<file path="config.mk">
export PLATFORM = sky130hd
export DESIGN_NAME = sgmii_tx_sequencer
export DESIGN_NICKNAME = d
export VERILOG_FILES = /design/src/rtl/sgmii_pcs_pkg.sv /design/src/rtl/sgmii_tx_sequencer.sv
export SDC_FILE = /design/constraint.sdc
export NUM_CORES = 1
export LEC_CHECK = 0
export CAP_MARGIN = 10
export CORE_MARGIN = 2
export CORE_UTILIZATION = 60
export DETAILED_ROUTE_END_ITERATION = 8
export DONT_BUFFER_PORTS = 1
export HOLD_SLACK_MARGIN = 0.15
export PLACE_DENSITY = 0.76
export SYNTH_ARGS = -nofsm -noshare
export SYNTH_HDL_FRONTEND = slang
export SYNTH_SLANG_ARGS = --single-unit
</file>
<file path="constraint.sdc">
create_clock -name clock -period 3.3 [get_ports clock]
set_clock_uncertainty 0.05 [all_clocks]
set_input_delay 0.66 -clock clock [delete_from_list [all_inputs] [get_ports clock]]
set_output_delay 0.66 -clock clock [all_outputs]
set_load 0.02 [all_outputs]
</file>
<file path="src/rtl/sgmii_pcs_pkg.sv">
// Code-group constants and sequencer state encoding for the SGMII PCS transmit path.
// Latency: n/a (package).
// Backpressure: n/a (package).
//
// Code groups are 9 bits wide: {K flag, octet}. This is the form the 8b10b
// encoder takes on its data input.
package sgmii_pcs_pkg;

  localparam logic [8:0] K28_5          = 9'h1BC;  // comma, first group of every ordered set
  localparam logic [8:0] K27_7          = 9'h1FB;  // /S/ start of packet
  localparam logic [8:0] K29_7          = 9'h1FD;  // /T/ end of packet
  localparam logic [8:0] K23_7          = 9'h1F7;  // /R/ carrier extend
  localparam logic [8:0] K30_7          = 9'h1FE;  // /V/ error propagation
  localparam logic [8:0] D5_6           = 9'h0C5;  // /I1/ second group
  localparam logic [8:0] D16_2          = 9'h050;  // /I2/ second group
  localparam logic [8:0] PREAMBLE_OCTET = 9'h055;
  localparam logic [8:0] SFD_OCTET      = 9'h0D5;
  localparam logic [8:0] PAD_OCTET      = 9'h000;

  typedef enum logic [3:0] {
    IDLE,
    START,
    PREAMBLE,
    SFD,
    PAYLOAD,
    PAD,
    DRAIN,
    END_T,
    END_R
  } tx_state_e;

  // Increment that sticks at 255 instead of wrapping.
  function automatic logic [7:0] sat_inc8(input logic [7:0] v);
    return (v == 8'hFF) ? v : v + 8'd1;
  endfunction

endpackage

</file>
<file path="src/rtl/sgmii_tx_sequencer.sv">
// SGMII/1000BASE-X PCS transmit sequencer: idles, /S/ preamble SFD payload pad /T/ /R/, IPG.
// Latency: one clock from an accepted payload byte to code_out. code_out is registered.
// Backpressure: tx_ready is high only in SFD, PAYLOAD (until tx_last is taken) and DRAIN.
//
// Ports:
//   clock, reset_n           125 MHz code-group clock, async active-low reset
//   tx_data/valid/last/ready byte-stream frame source handshake
//   code_out, disp_out       {K, octet} and running disparity to the external 8b10b encoder
//   enc_dispout              encoder disparity result, fed back every clock
//   busy, underrun           frame-in-flight flag, one-clock underrun pulse
//   frames_sent              count of frames closed with a good /T/
import sgmii_pcs_pkg::*;

module sgmii_tx_sequencer #(
  parameter int PREAMBLE_LEN = 7,
  parameter int MIN_PAYLOAD  = 60,
  parameter int IPG_LEN      = 12
) (
  input  logic        clock,
  input  logic        reset_n,
  input  logic [7:0]  tx_data,
  input  logic        tx_valid,
  input  logic        tx_last,
  output logic        tx_ready,
  output logic [8:0]  code_out,
  output logic        disp_out,
  input  logic        enc_dispout,
  output logic        busy,
  output logic        underrun,
  output logic [15:0] frames_sent
);

  // Idle ordered sets are two groups long, so the gap is kept even.
  localparam int         IPG_EVEN = ((IPG_LEN + 1) / 2) * 2;
  localparam logic [7:0] IPG_SAT  = 8'(IPG_EVEN);
  localparam logic [7:0] PRE_LAST = 8'(PREAMBLE_LEN - 1);
  localparam logic [7:0] MIN_PAY  = 8'(MIN_PAYLOAD);

  // r_state always describes the code group currently on code_out. The
  // group for the next clock is computed from the next state and loaded
  // into r_code on the same edge as r_state.
  tx_state_e   r_state;
  tx_state_e   w_next_state;

  logic        r_even;      // parity of the group on code_out (1 = even)
  logic        r_disp;
  logic [8:0]  r_code;
  logic        r_underrun;
  logic [15:0] r_frames;
  logic [7:0]  r_gap;       // idle groups on the line since /R/, including the current one
  logic [7:0]  r_cnt;       // payload octets accepted, plus pad octets emitted
  logic [7:0]  r_pre;       // preamble groups emitted so far
  logic        r_last_acc;  // tx_last taken; the last byte is on code_out now
  logic        r_bad;       // frame hit an underrun, /T/ must not count it

  logic        w_ready;
  logic        w_accept;
  logic        w_underrun;
  logic        w_busy;
  logic [8:0]  w_code_nxt;
  logic        w_data_state;

  // ---------------------------------------------------------------
  // State register
  // ---------------------------------------------------------------
  always_ff @(posedge clock or negedge reset_n) begin
    if (!reset_n) begin
      r_state <= IDLE;
    end else begin
      r_state <= w_next_state;
    end
  end

  // ---------------------------------------------------------------
  // Next-state logic
  // ---------------------------------------------------------------
  always_comb begin
    w_next_state = r_state;
    case (r_state)
      IDLE: begin
        // r_even low means the group after this one is even, which is the
        // only slot where /S/ may go.
        if (!r_even && tx_valid && (r_gap >= IPG_SAT)) begin
          w_next_state = START;
        end
      end
      START: begin
        w_next_state = (PRE_LAST != 8'd0) ? PREAMBLE : SFD;
      end
      PREAMBLE: begin
        if (r_pre >= PRE_LAST) begin
          w_next_state = SFD;
        end
      end
      SFD: begin
        w_next_state = tx_valid ? PAYLOAD : DRAIN;
      end
      PAYLOAD: begin
        if (r_last_acc) begin
          w_next_state = (r_cnt < MIN_PAY) ? PAD : END_T;
        end else if (!tx_valid) begin
          w_next_state = DRAIN;
        end else begin
          w_next_state = PAYLOAD;
        end
      end
      PAD: begin
        if (r_cnt >= MIN_PAY) begin
          w_next_state = END_T;
        end
      end
      DRAIN: begin
        if (tx_valid && tx_last) begin
          w_next_state = END_T;
        end
      end
      END_T: begin
        w_next_state = END_R;
      end
      END_R: begin
        // A second /R/ is needed when the next slot is odd, so that idle
        // resumes on an even group.
        if (!r_even) begin
          w_next_state = IDLE;
        end
      end
      default: begin
        w_next_state = IDLE;
      end
    endcase
  end

  // ---------------------------------------------------------------
  // Output logic
  // ---------------------------------------------------------------
  always_comb begin
    w_data_state = (r_state == SFD) || (r_state == PAYLOAD);
    w_ready      = (r_state == SFD) || (r_state == DRAIN) ||
                   ((r_state == PAYLOAD) && !r_last_acc);
    w_accept     = w_ready && tx_valid;
    w_underrun   = w_ready && !tx_valid && w_data_state;
    w_busy       = (r_state != IDLE);

    w_code_nxt = K28_5;
    case (w_next_state)
      // The disparity held while K28.5 is on the line picks the second
      // group of the idle ordered set.
      IDLE:     w_code_nxt = r_even ? (r_disp ? D5_6 : D16_2) : K28_5;
      START:    w_code_nxt = K27_7;
      PREAMBLE: w_code_nxt = PREAMBLE_OCTET;
      SFD:      w_code_nxt = SFD_OCTET;
      PAYLOAD:  w_code_nxt = {1'b0, tx_data};
      PAD:      w_code_nxt = PAD_OCTET;
      DRAIN:    w_code_nxt = K30_7;
      END_T:    w_code_nxt = K29_7;
      END_R:    w_code_nxt = K23_7;
      default:  w_code_nxt = K28_5;
    endcase
  end

  // ---------------------------------------------------------------
  // Code-group, alignment, disparity and frame bookkeeping
  // ---------------------------------------------------------------
  always_ff @(posedge clock or negedge reset_n) begin
    if (!reset_n) begin
      r_even     <= 1'b1;
      r_disp     <= 1'b0;
      r_code     <= K28_5;
      r_underrun <= 1'b0;
      r_frames   <= 16'd0;
      r_gap      <= 8'd0;
      r_cnt      <= 8'd0;
      r_pre      <= 8'd0;
      r_last_acc <= 1'b0;
      r_bad      <= 1'b0;
    end else begin
      r_even     <= !r_even;
      r_disp     <= enc_dispout;
      r_code     <= w_code_nxt;
      r_underrun <= w_underrun;

      if (r_state == END_R && w_next_state == IDLE) begin
        r_gap <= 8'd1;
      end else if (r_state == IDLE) begin
        r_gap <= (r_gap >= IPG_SAT) ? IPG_SAT : r_gap + 8'd1;
      end

      if (r_state == START) begin
        r_pre <= 8'd1;
      end else if (r_state == PREAMBLE) begin
        r_pre <= r_pre + 8'd1;
      end

      if (r_state == START) begin
        r_cnt <= 8'd0;
      end else if (w_accept && w_data_state) begin
        r_cnt <= sat_inc8(r_cnt);
      end else if (w_next_state == PAD) begin
        r_cnt <= sat_inc8(r_cnt);
      end

      if (r_state == START) begin
        r_last_acc <= 1'b0;
      end else if (w_accept && w_data_state && tx_last) begin
        r_last_acc <= 1'b1;
      end

      if (r_state == START) begin
        r_bad <= 1'b0;
      end else if (w_underrun) begin
        r_bad <= 1'b1;
      end

      if (r_state == END_T && !r_bad) begin
        r_frames <= r_frames + 16'd1;
      end
    end
  end

  assign tx_ready    = w_ready;
  assign busy        = w_busy;
  assign code_out    = r_code;
  assign disp_out    = r_disp;
  assign underrun    = r_underrun;
  assign frames_sent = r_frames;

endmodule

</file>
**After elaboration in Yosys (flattened, before gate mapping)**

Index checks and enable logic that the tools add are counted.

- Add/sub/neg operators: 4
- $lt $le $gt $ge: 4
- Eq/ne operators: 17
- Muxes and demuxes: 25
- Reduce and logical (&&, ||, !) cells: 26

Operator list:

| kind | number |
|---|---|
| 9-bit one-hot mux with 9 select lines | 1 |
| 8-bit two-way mux | 10 |
| 4-bit one-hot mux with 9 select lines | 1 |
| 4-bit by 3-bit == test with 1-bit output, second input constant | 8 |
| 8-bit by 1-bit adder with 8-bit output, second input constant | 3 |
| 4-bit two-way mux | 5 |
| 16-bit by 1-bit adder with 16-bit output, second input constant | 1 |
| 4-bit by 2-bit == test with 1-bit output, second input constant | 4 |
| 1-bit logical AND | 11 |
| 9-bit two-way mux | 1 |
| 4-bit by 1-bit == test with 1-bit output, second input constant | 2 |
| 4-bit == test, second input constant | 2 |
| 8-bit == test, second input constant | 1 |
| 8-bit by 3-bit >= comparator with 1-bit output, second input constant | 1 |
| 8-bit by 4-bit >= comparator with 1-bit output, second input constant | 1 |
| 8-bit by 6-bit >= comparator with 1-bit output, second input constant | 1 |
| 4-bit zero test | 2 |
| 8-bit by 6-bit < comparator with 1-bit output, second input constant | 1 |
| 2-bit nonzero test | 4 |
| 2-bit two-way mux | 3 |
| 1-bit zero test | 4 |
| 1-bit two-way mux | 4 |
| 4-bit nonzero test | 1 |
| 1-bit logical OR | 3 |
| 3-bit nonzero test | 1 |

- Register bits after elaboration: 58
- Output and inout bits: 29

**Depth between registers and ports, before layout**

- Word-level depth: 9
- Depth in mapped cells: 8
- Depth with buffers taken out: 7

**Least setup slack after synthesis**

No wires, ideal clock.

- Kind: register to register
- Start: register r_pre[6]
- End: register r_code[6], in the netlist code_out[6]
- Arrival time: 2.175 ns
- Data required time: 3.184 ns
- Path slack: 1.009 ns
- Cell stages (with the launch flop): 7
- Path buffers: 1
- Clock period less this slack: 2.291 ns
- Cell sequence: dfrtp_1 > or4_1 > o31a_1 > or4_4 > buf_6 > nor3b_4 > a221o_1

- Word-level cells in the longest chain between the ends: 5
- Elaborated cells on any way between the ends: 13

Ends and longest elaborated chain:

| what | line | text |
|---|---|---|
| start, declared | sgmii_tx_sequencer.sv:52 | `logic [7:0] r_pre;` |
| start signal, assigned | sgmii_tx_sequencer.sv:191 | `r_pre <= r_pre + 8'd1;` |
| 8-bit by 3-bit >= comparator with 1-bit output (*) | sgmii_tx_sequencer.sv:91 | `if (r_pre >= PRE_LAST) begin` |
| 4-bit two-way mux (*) | sgmii_tx_sequencer.sv:91 |  |
| 4-bit one-hot mux with 9 select lines (*) | sgmii_tx_sequencer.sv:79 | `case (r_state)` |
| via w_next_state[0] | sgmii_tx_sequencer.sv:43 | `tx_state_e w_next_state;` |
| 4-bit == test (tied with other cells) | sgmii_tx_sequencer.sv:145 | `case (w_next_state)` |
| 9-bit one-hot mux with 9 select lines (*) | sgmii_tx_sequencer.sv:145 |  |
| via w_code_nxt[6] | sgmii_tx_sequencer.sv:60 | `logic [8:0] w_code_nxt;` |
| end signal, assigned | sgmii_tx_sequencer.sv:179 | `r_code <= w_code_nxt;` |
| end, declared | sgmii_tx_sequencer.sv:47 | `logic [8:0] r_code;` |

Mark *: on every way through the listed nets, which the timed path passes. The rest lies on a longest branch.
A chain may end at the register's enable or synchronous reset.

**Worst setup path in the final report**

- Start: register r_state[2]
- End: output port busy

- Word-level cells in the longest chain between the ends: 1

Ends and longest elaborated chain:

| what | line | text |
|---|---|---|
| start, declared | sgmii_tx_sequencer.sv:42 | `tx_state_e r_state;` |
| start signal, assigned | sgmii_tx_sequencer.sv:70 | `r_state <= w_next_state;` |
| 4-bit nonzero test | sgmii_tx_sequencer.sv:142 | `w_busy = (r_state != IDLE);` |
| end, declared | sgmii_tx_sequencer.sv:28 | `output logic busy,` |

Every way passes these cells.

==> qor.yml <==
finish:
  layout_common_cells: "dfrtp_1 (51), nand2_1 (31), nor2_1 (30)"
  nFillCells: 355
  antenna_cells: 0
  area_growth_pct: 8.00
  layout-drive-gt1-share: 0.124
  final_common_cell: "dfrtp_1"
  final_nets: 305
logic_synthesis:
  ys_seq_area_frac: 0.505
  synth-async-reset-ratio: 1.00
  yosysWarningCount: 0
  synth.avg_cell_area_sq_um: 10.3
  ys.flop_type: "dfrtp_1"
  synth.cell_area_sq_um: 2890
  yosysUniqueCellTypes: 49
  syn_nets: 301
  synth_edf_count: 0
  synth-seq-cells: 58
  syn_inst: 281
flow_run:
  maxCapViolations: 0
sta:
  maxSlewViolCount: 0
  setup-violations-final: 0
  hold_violations: 0
  slew_headroom: 0.431
  min_period_over_period: 0.739
  setup_tns_ps: 0
  min_period_ps: 2440
  max_slew.worst_pin.slew_ps: 853
  rsz0062_at_grt: "false"
  clock.fmax_mhz: 410
clock_tree:
  clk_pin_slew_ps: 60
  htree_levels: 3
  cts_buffer_depth: 2
  root_buffer: "clkbuf_8"
  cts_setup_buffers: 0
  cts.sinks: 58
  holdBufCountCts: 2
  cts_resized: 0
  cts_made_buffers: 9
  cts_tree: "done"
  clock_latency_ps: 330
hold_path:
  hp-start: "enc_dispout"
  min_delay_path_depth: 0
  hp-class: "input pin to flip-flop"
  worstHoldEndpoint: "disp_out"
drt:
  viasPerCell: 5.93
  met1_length_um: 2420
  dr_wl_met3_um: 223
  wire_per_inst_um: 15.2
  routed_wl_um: 5230
  vias: 2040
  met2_length_um: 2510
  drt_first_pass_iters: 4
  drt_iter0_markers: 142
  postRouteAntennaNets: 0
  top_layer_used: "met4"
  drc_errors: 0
worst_setup_path:
  reg2reg_from: "r_pre[6]"
  arrival_ps: 1730
  cp-end-kind: "output port"
  r2r_slack_ps: 920
  required_ps: 2590
  reg2reg_to: "code_out[4]"
  crit_path_max_fanout: 14
  crit_start: "r_state[2]"
  crit_type: "flip-flop to output port"
  r2r.worst_path.cells: 5
  worst_setup_path_start_kind: "flip-flop"
pwr:
  ir_worst_vdd_mv: 0.648
  leakage_nw: 1.44
  finalPower_w: 0.00276
  power.density_nw_per_um2: 883
grt:
  antenna_found_initial: 0
  groute.usage.overall: 0.215
  overflow: 0
  grt_max_degree: 59
  grt_first_pass_wirelength_um: 8750
  grt_pass1_vias: 1879
die:
  core_sq_um: 4690
  die_h_um: 73.4
  die-area_sq_um: 5390
  rows: 25
  initial_core_util: 0.617
  io_pins: 42
  fp.dieW_um: 73.4
place:
  place_hpwl_um: 3620
  routabilityCongestion: 0.801
  io_buffers: 0
run_status:
  outcome: "completed"
## Yosys cell counts, drive strengths merged, types with 2 or more instances
cell type	number	area (sq um)
a221o	3	30.0
a22oi	4	30.0
nor2b	4	25.0
dfstp	7	184
a21oi	15	78.8
buf	3	33.8
dfrtp	51	1280
a211oi	3	27.5
nand2b	3	18.8
nand4	13	81.3
nor2	30	113
nand4b	2	17.5
nand2	31	116
mux2i	6	60.1
o211ai	3	22.5
or3b	3	26.3
or4	2	18.8
xor2	10	87.6
inv	10	37.5
nor3	5	25.0
nand3b	3	22.5
xnor2	13	114
or2	2	12.5
ha	7	87.6
clkbuf	7	27.5
nand3	5	25.0
o21ai	7	35.0
and3	7	43.8
or3	4	25.0
a21o	3	22.5
## state kept, by name, summed over array words and instances (netlist names)
signal	flops
code_out	9
disp_out	1
frames_sent	16
r_bad	1
r_cnt	8
r_even	1
r_gap	8
r_last_acc	1
r_pre	8
r_state	4
underrun	1
## critical path, stage by stage, from the launching register on
cell and delay [ps]:
dfrtp_1 520, or2_2 370, or3_1 510
## worst max-delay path by stage
| stage | to | cells after the start |
|---|---|---|
| floorplan | code_out[6] | 6 |
| global route | r_cnt[5] | 5 |
| detailed placement | code_out[6] | 6 |
| finish | busy | 2 |
| CTS | busy | 2 |
| global placement | code_out[6] | 6 |
## stage by stage
| step | setup slack [ps] | cell area (sq um) | cells | utilization | hold slack [ps] |
|---|---|---|---|---|---|
| finish | 863 | 3120 | 344 | 0.666 | 309 |
| global route | 769 | 3120 | 344 | 0.666 | 291 |
| CTS | 869 | 3120 | 344 | 0.666 | 300 |
| detailed placement | 935 | 2910 | 326 | 0.619 | 315 |
| global placement | 974 | 2910 | 326 | 0.619 | 315 |
| floorplan | 1010 | 2890 | 281 | - | 314 |
## layout make-up
class                      instances  area (sq um)  area share
tap                               54          67.6      0.0216
inverter                          10          37.5      0.0120
clock inverter                     4          45.0      0.0144
clock buffer                      12           135      0.0433
timing repair buffer               3          45.0      0.0144
sequential                        58          1460       0.467
multi-input combinational        203          1330       0.427
## cell families after synthesis
family | synth area share
compound gates | 0.115
xor+xnor | 0.0696
fa+ha+maj | 0.0303
buf+inv | 0.0342
flops | 0.505
mux | 0.0247
simple gates | 0.221
## where the power goes
| part | switching, W | leakage, nW | internal [W] |
|---|---|---|---|
| Clock | 0.000257 | 0.0941 | 0.000345 |
| Combinational | 0.000521 | 0.601 | 0.000388 |
| Sequential | 0.000308 | 0.744 | 0.000938 |
| Total | 0.00109 | 1.44 | 0.00167 |
## per-layer routing
metal | global-route usage | up-vias
met5 | 0 | -
met4 | 0.107 | 0
met3 | 0.0700 | 8
met2 | 0.328 | 40
met1 | 0.275 | 995
li1 | - | 997
No activity file was read; power rests on OpenSTA's default activity.
